--- src/rtl/round_arb.sv ---
// ---------------------------------------------------------------------------
// round_arb
//
// Purpose:
//   Shares one convergent (round-half-to-even) rounder between N_REQ
//   requesters. A round-robin arbiter picks one valid requester per cycle.
//   The granted sample then passes through a two-stage pipeline:
//     stage 1 - registers the granted sample and its requester index
//     stage 2 - registers the rounded sample into o_data / o_id
//   A sample accepted in cycle t is presented with o_vld high in cycle t+2.
//   While o_vld is high and i_rdy is low, both stages hold and no requester
//   is accepted.
//
// Configuration macro:
//   ROUND_ARB_SAT_EN - when defined, a round-up that overflows OUT_W
//                      saturates to +2^(OUT_W-1)-1. When undefined, the
//                      result wraps (two's complement).
//
// Ports:
//   mclk        in   1            clock, rising edge
//   i_init_n    in   1            synchronous active-low reset
//   i_req_vld   in   N_REQ        per-requester sample valid
//   i_req_data  in   N_REQ*IN_W   samples, requester k at [k*IN_W +: IN_W]
//   o_req_rdy   out  N_REQ        per-requester accept (one-hot or zero)
//   i_rdy       in   1            downstream ready
//   o_vld       out  1            rounded sample valid
//   o_data      out  OUT_W        rounded sample
//   o_id        out  ID_W         requester index that sourced o_data
// ---------------------------------------------------------------------------
module round_arb #(
    parameter int N_REQ = 4,
    parameter int IN_W  = 18,
    parameter int OUT_W = 16,
    localparam int ID_W = (N_REQ > 1) ? $clog2(N_REQ) : 1
) (
    input  logic                    mclk,
    input  logic                    i_init_n,
    input  logic [N_REQ-1:0]        i_req_vld,
    input  logic [N_REQ*IN_W-1:0]   i_req_data,
    output logic [N_REQ-1:0]        o_req_rdy,
    input  logic                    i_rdy,
    output logic                    o_vld,
    output logic [OUT_W-1:0]        o_data,
    output logic [ID_W-1:0]         o_id
);

    // Number of LSBs removed by the rounder.
    localparam int DROP_W = IN_W - OUT_W;
    // Requester count and last index in the width of the wrap arithmetic.
    localparam logic [ID_W:0]   N_REQ_L = (ID_W+1)'(N_REQ);
    localparam logic [ID_W-1:0] LAST_ID = ID_W'(N_REQ - 1);

    // ------------------------------------------------------------------
    // Round-robin pick: scans offsets 0..N_REQ-1 starting at ptr and
    // returns {found, index} of the first valid requester, wrapping to 0.
    // ------------------------------------------------------------------
    function automatic logic [ID_W:0] rr_pick(
        input logic [N_REQ-1:0] vld,
        input logic [ID_W-1:0]  ptr
    );
        logic [ID_W:0]   sum;
        logic [ID_W-1:0] cand;
        logic            found;
        logic [ID_W-1:0] pick;
        found = 1'b0;
        pick  = '0;
        for (int off = 0; off < N_REQ; off++) begin
            sum = {1'b0, ptr} + (ID_W+1)'(off);
            if (sum >= N_REQ_L) begin
                sum = sum - N_REQ_L;
            end else begin
                sum = sum;
            end
            cand = sum[ID_W-1:0];
            if (!found && vld[cand]) begin
                found = 1'b1;
                pick  = cand;
            end else begin
                found = found;
            end
        end
        return {found, pick};
    endfunction

    // ------------------------------------------------------------------
    // Convergent rounding: add 0 followed by (DROP_W-1) ones, plus the
    // lowest kept bit, then drop DROP_W LSBs. The sum is carried in
    // IN_W+1 bits so a round-up of the largest positive input is visible
    // as an overflow into the extra bit.
    // ------------------------------------------------------------------
    function automatic logic [OUT_W-1:0] round_conv(input logic [IN_W-1:0] x);
        logic [IN_W:0]  ext;
        logic [IN_W:0]  bias;
        logic [IN_W:0]  sum;
        logic [OUT_W:0] kept;
        logic [OUT_W-1:0] res;
        ext  = {x[IN_W-1], x};
        bias = '0;
        for (int b = 0; b < DROP_W - 1; b++) begin
            bias[b] = 1'b1;
        end
        bias = bias + {{IN_W{1'b0}}, x[DROP_W]};
        sum  = ext + bias;
        kept = sum[IN_W:DROP_W];
`ifdef ROUND_ARB_SAT_EN
        // Rounding only moves values upward, so the sole overflow case is
        // positive: clamp to the largest representable value.
        if (kept[OUT_W] != kept[OUT_W-1]) begin
            res = {1'b0, {(OUT_W-1){1'b1}}};
        end else begin
            res = kept[OUT_W-1:0];
        end
`else
        res = kept[OUT_W-1:0];
`endif
        return res;
    endfunction

    // ------------------------------------------------------------------
    // State
    // ------------------------------------------------------------------
    logic [ID_W-1:0]  ptr_r;
    logic             s1_vld_r;
    logic [IN_W-1:0]  s1_data_r;
    logic [ID_W-1:0]  s1_id_r;

    logic             stall_s;
    logic             grant_vld_s;
    logic [ID_W-1:0]  grant_idx_s;
    logic             xfer_s;
    logic [IN_W-1:0]  grant_data_s;
    logic [IN_W-1:0]  req_sample_s [N_REQ];

    // Unpack the flat sample bus into one word per requester.
    for (genvar k = 0; k < N_REQ; k++) begin : g_unpack
        assign req_sample_s[k] = i_req_data[k*IN_W +: IN_W];
    end

    // Stall: an output is waiting and downstream is not taking it.
    always_comb begin
        stall_s = o_vld & ~i_rdy;
    end

    // Arbitration and accept generation; only valids, ptr, stall and reset
    // feed this path, never the sample data.
    always_comb begin
        grant_vld_s = 1'b0;
        grant_idx_s = '0;
        o_req_rdy   = '0;
        {grant_vld_s, grant_idx_s} = rr_pick(i_req_vld, ptr_r);
        if (i_init_n && grant_vld_s && !stall_s) begin
            o_req_rdy[grant_idx_s] = 1'b1;
        end else begin
            o_req_rdy = '0;
        end
    end

    // A transfer happens when the granted requester sees its accept.
    always_comb begin
        xfer_s       = i_init_n & grant_vld_s & ~stall_s;
        grant_data_s = req_sample_s[grant_idx_s];
    end

    // Round-robin pointer: moves past the granted index on each transfer.
    always_ff @(posedge mclk) begin
        if (!i_init_n) begin
            ptr_r <= '0;
        end else if (xfer_s) begin
            if (grant_idx_s == LAST_ID) begin
                ptr_r <= '0;
            end else begin
                ptr_r <= grant_idx_s + ID_W'(1);
            end
        end else begin
            ptr_r <= ptr_r;
        end
    end

    // Stage 1: capture the granted sample and index; hold while stalled.
    always_ff @(posedge mclk) begin
        if (!i_init_n) begin
            s1_vld_r  <= 1'b0;
            s1_data_r <= '0;
            s1_id_r   <= '0;
        end else if (!stall_s) begin
            s1_vld_r  <= xfer_s;
            s1_data_r <= grant_data_s;
            s1_id_r   <= grant_idx_s;
        end else begin
            s1_vld_r  <= s1_vld_r;
            s1_data_r <= s1_data_r;
            s1_id_r   <= s1_id_r;
        end
    end

    // Stage 2: register the rounded result; hold output stable while stalled.
    always_ff @(posedge mclk) begin
        if (!i_init_n) begin
            o_vld  <= 1'b0;
            o_data <= '0;
            o_id   <= '0;
        end else if (!stall_s) begin
            o_vld  <= s1_vld_r;
            o_data <= round_conv(s1_data_r);
            o_id   <= s1_id_r;
        end else begin
            o_vld  <= o_vld;
            o_data <= o_data;
            o_id   <= o_id;
        end
    end

endmodule
--- config.mk ---
export PLATFORM = sky130hd
export DESIGN_NAME = round_arb
export DESIGN_NICKNAME = d
export VERILOG_FILES = /design/src/rtl/round_arb.sv
export SDC_FILE = /design/constraint.sdc
export NUM_CORES = 1
export LEC_CHECK = 0
export ABC_AREA = 1
export ABC_CLOCK_PERIOD_IN_PS = 2350
export BUFFER_PORTS_ARGS = -buffer_cell sky130_fd_sc_hd__buf_2
export CAP_MARGIN = 10
export CORE_ASPECT_RATIO = 0.9
export CORE_MARGIN = 2
export CORE_UTILIZATION = 51
export DETAILED_ROUTE_END_ITERATION = 10
export PLACE_DENSITY = 0.85
export SLEW_MARGIN = 30
export SYNTH_ARGS = -nofsm -noshare
export SYNTH_HDL_FRONTEND = slang
export SYNTH_SLANG_ARGS = --single-unit
--- constraint.sdc ---
create_clock -name mclk -period 2.35 [get_ports mclk]
set_input_delay 0.47 -clock mclk [delete_from_list [all_inputs] [get_ports mclk]]
set_output_delay 0.47 -clock mclk [all_outputs]
set_load 0.1 [all_outputs]
==> impl_metrics.toml <==
[critical_path]
cp.arrival_ns = 2.09
crit_fanout = 8
criticalPathCategory = "register to primary output"
worstSetupStartpointType = "register"
cp.required_ns = 1.88
cpMaxStageDelayCell = "dfxtp_4"
crit_buf_inv = 4
cp-end-kind = "primary output"
crit_top_cell = "nand2_2"
crit_chain = "inv_6 > nand2_2 > nand3_2 > a31oi_1 > nand2_2 > nor2_4 > inv_2 > buf_6 > nor3_4 > buf_12"
crit_family = "simple AND/OR/NAND/NOR gates"
critPathMaxStageDelay_ns = 0.44
r2r_slack_ns = 0.09

[global_routing]
grt_pass1_wl_um = 14730
grt_max_degree = 39
grt_usage_pct = 26.68
grt_pass1_vias = 3510
grt-ovfl-total = 0
antenna_found_initial = 0

[logic_synthesis]
yosysTopAreaCell = "dfxtp_1"
ys_types = 33
synthCells = 515
ys_seq_elements = 42
synth-edff-count = 0
synthesis.area_um2 = 3069
synth_flop_cell = "dfxtp_1"
synth_most_common_cell = "nand2_1"
yosysWarnings = 0
async_reset_ff_share_pct = 0
synth_commonest_cells = "nand2_1 (189), inv_1 (71), nand3_1 (60)"
synthesis.nets = 597
synth-seq-area-share_pct = 27.40
syn_area_per_cell_um2 = 5.960
yosys-top-cells-area = "dfxtp_1 (27%), nand2_1 (23%), nand3_1 (9.8%), inv_1 (8.7%), nand4_1 (4.7%)"
synth.top_cell.area_share_pct = 27.40

[power_and_ir_drop]
ir_drop_mv = 0.7615
pwr-share-comb_pct = 70.3
p_int_mw = 2.627
pwr-share-clk_pct = 9.8
p_seq_share_pct = 19.9
p_sw_share_pct = 55.66
p_per_area_nw_per_um2 = 1460
switchingPower_mw = 3.298
power_leakage_nw = 2.234

[drt]
wire_per_inst_um = 12.98
avgViaCountPerCell = 5.326
vias = 3675
drtAntennaViolNets = 0
route.detailed.drc = 6
routed_wirelength_um = 8955
drt_first_pass_iters = 9
drt_iter0_drc = 197

[clock_network]
cts_buffers = 5
cts_htree_levels = 2
clockBufferDepth = 2
clock-sinks = 42
root_buffer = "clkbuf_8"
path_clk_slew_ns = 0.08
clock_latency_ns = 0.30
holdBufCountCts = 0
cts_tree = "built"

[timing]
worst_pin_slew_ns = 0.6218
hold_viol = 0
fmax_mhz = 390.6
post-route-min-period_ns = 2.560
holdWs_ns = 0.4714
finalCritPeriodShare_pct = 108.9
rsz0062_at_grt = "true"
fin_skew_ns = 0.009869
slew_headroom_pct = 58.50
final-setup-viol-count = 4
worst_slack_ns = -0.2101
slew_violations = 0

[finish]
nFillCells = 478
final_nets = 702
area_delta_synth_final_pct = 32.21
num_antenna_cells = 0
drive_gt1_share_pct = 31.45

[floorplanning]
start_util_pct = 53.30
num_io_pins = 102
die_y_um = 77.60
dieArea_um2 = 6655
rows = 26
core_area_um2 = 5758
die_x_um = 85.77

[outcome]
status = "finished, violations left"
violations = "design-rule violations, negative setup slack"

[placement]
place_ws_ns = -0.04433
hpwlAfterDp_um = 6137
io_buffer_count = 101
gp_congestion = 0.9415

[run]
drv_cap = 0

[min_path]
hold_class = "input port to register"
[power by group through the flow]
stage	logic, mW	clock network (mW)	registers (mW)
2_1_floorplan	2.57	0	1.59
3_3_place_gp	3.60	0	1.16
3_5_place_dp	3.69	0	1.16
4_1_cts	3.89	0.587	1.17
5_1_grt	4.54	0.617	1.20
6_report	4.16	0.581	1.18
[cell usage in the layout (no fill, tap or decap), types with 5 or more instances in the layout]
| master | Yosys | layout |
|---|---|---|
| a21oi_1 | 6 | 6 |
| buf_2 | 12 | 97 |
| buf_4 | 2 | 17 |
| clkbuf_8 | 0 | 6 |
| dfxtp_1 | 42 | 39 |
| inv_1 | 71 | 65 |
| inv_2 | 4 | 6 |
| nand2_1 | 189 | 174 |
| nand2_2 | 17 | 26 |
| nand2_4 | 1 | 7 |
| nand3_1 | 60 | 57 |
| nand4_1 | 23 | 23 |
| nor2_1 | 12 | 9 |
| nor3_1 | 8 | 5 |
| o21ai_0 | 21 | 21 |
[logic make-up (layout without fill, tap and decap cells)]
logic type	count (synthesis)	count (layout)	synth area share, %
XOR/XNOR	6	6	1.713
AO/OA/AOI/OAI	41	41	7.419
AND/OR/NAND/NOR	323	323	48.55
adder cells (fa/ha/maj)	3	3	1.223
flip-flops	42	42	27.40
buffers and inverters	100	205	13.70
[registers in the layout (all words and copies together), names as in the netlist]
| register | flops |
|---|---|
| s1_data_r | 18 |
| o_data | 16 |
| o_id | 2 |
| ptr_r | 2 |
| s1_id_r | 2 |
| o_vld | 1 |
| s1_vld_r | 1 |
[path summary, 6_finish.rpt]
check                               startpoint       endpoint  cells past startpoint
worst max register to register        ptr_r[0]  s1_data_r[12]                     15
worst min register to register       o_data[7]      o_data[7]                      2
worst min-delay path            i_req_data[19]   s1_data_r[1]                      5
worst max-delay path                  ptr_r[0]   o_req_rdy[0]                     10
[worst register-to-register path, cell delays in order (launching register included)]
cell	delay (ns)
dfxtp_4	0.44
inv_2	0.09
nand2_1	0.09
nand2_2	0.09
nand2_1	0.07
nand2_1	0.05
nor2_1	0.17
nand3_2	0.16
nand3_4	0.13
buf_4	0.12
buf_4	0.36
nand2_1	0.11
nand3_1	0.11
nand2_1	0.05
nand2_1	0.06
nand2_1	0.06
[metrics by stage]
stage	utilization, %	std cells	power [mW]	area (um^2)	setup TNS, ns
CTS	68.82	687	5.640	3963	-0.4448
floorplan	-	515	4.165	3152	-0.6131
global route	70.47	690	6.359	4058	-1.219
finish	70.47	690	5.925	4058	-0.7635
detailed placement	65.23	675	4.858	3756	-0.07829
global placement	65.23	675	4.762	3756	0
[layout make-up]
cell class | instances | area, um^2 | area share, %
multi-input cells | 373 | 1962 | 48.35
inverters | 75 | 304.0 | 7.493
repair buffers | 122 | 738.2 | 18.19
flip-flops and latches | 42 | 849.6 | 20.94
well taps | 70 | 87.58 | 2.158
repair inverters | 1 | 3.754 | 0.09251
clock buffers | 6 | 82.58 | 2.035
clock inverters | 1 | 30.03 | 0.7401
[layer usage]
layer  GRT usage (%)  share of wire (%)
met4           6.349                2.5
met2           50.47                 51
met3           4.894                5.2
met1           30.66                 42
met5               0                  0
[what timing repair did]
| item | 4_1_cts | 5_1_grt |
|---|---|---|
| endpoints found under the setup margin | 4 | 4 |
| pin swaps | 13 | 10 |
| hold endpoints to repair | 0 | 0 |
| setup buffers | 4 | 3 |
| resized for setup | 17 | 20 |
| cloned | 1 | 0 |
Power figures use the tool's default switching activity.
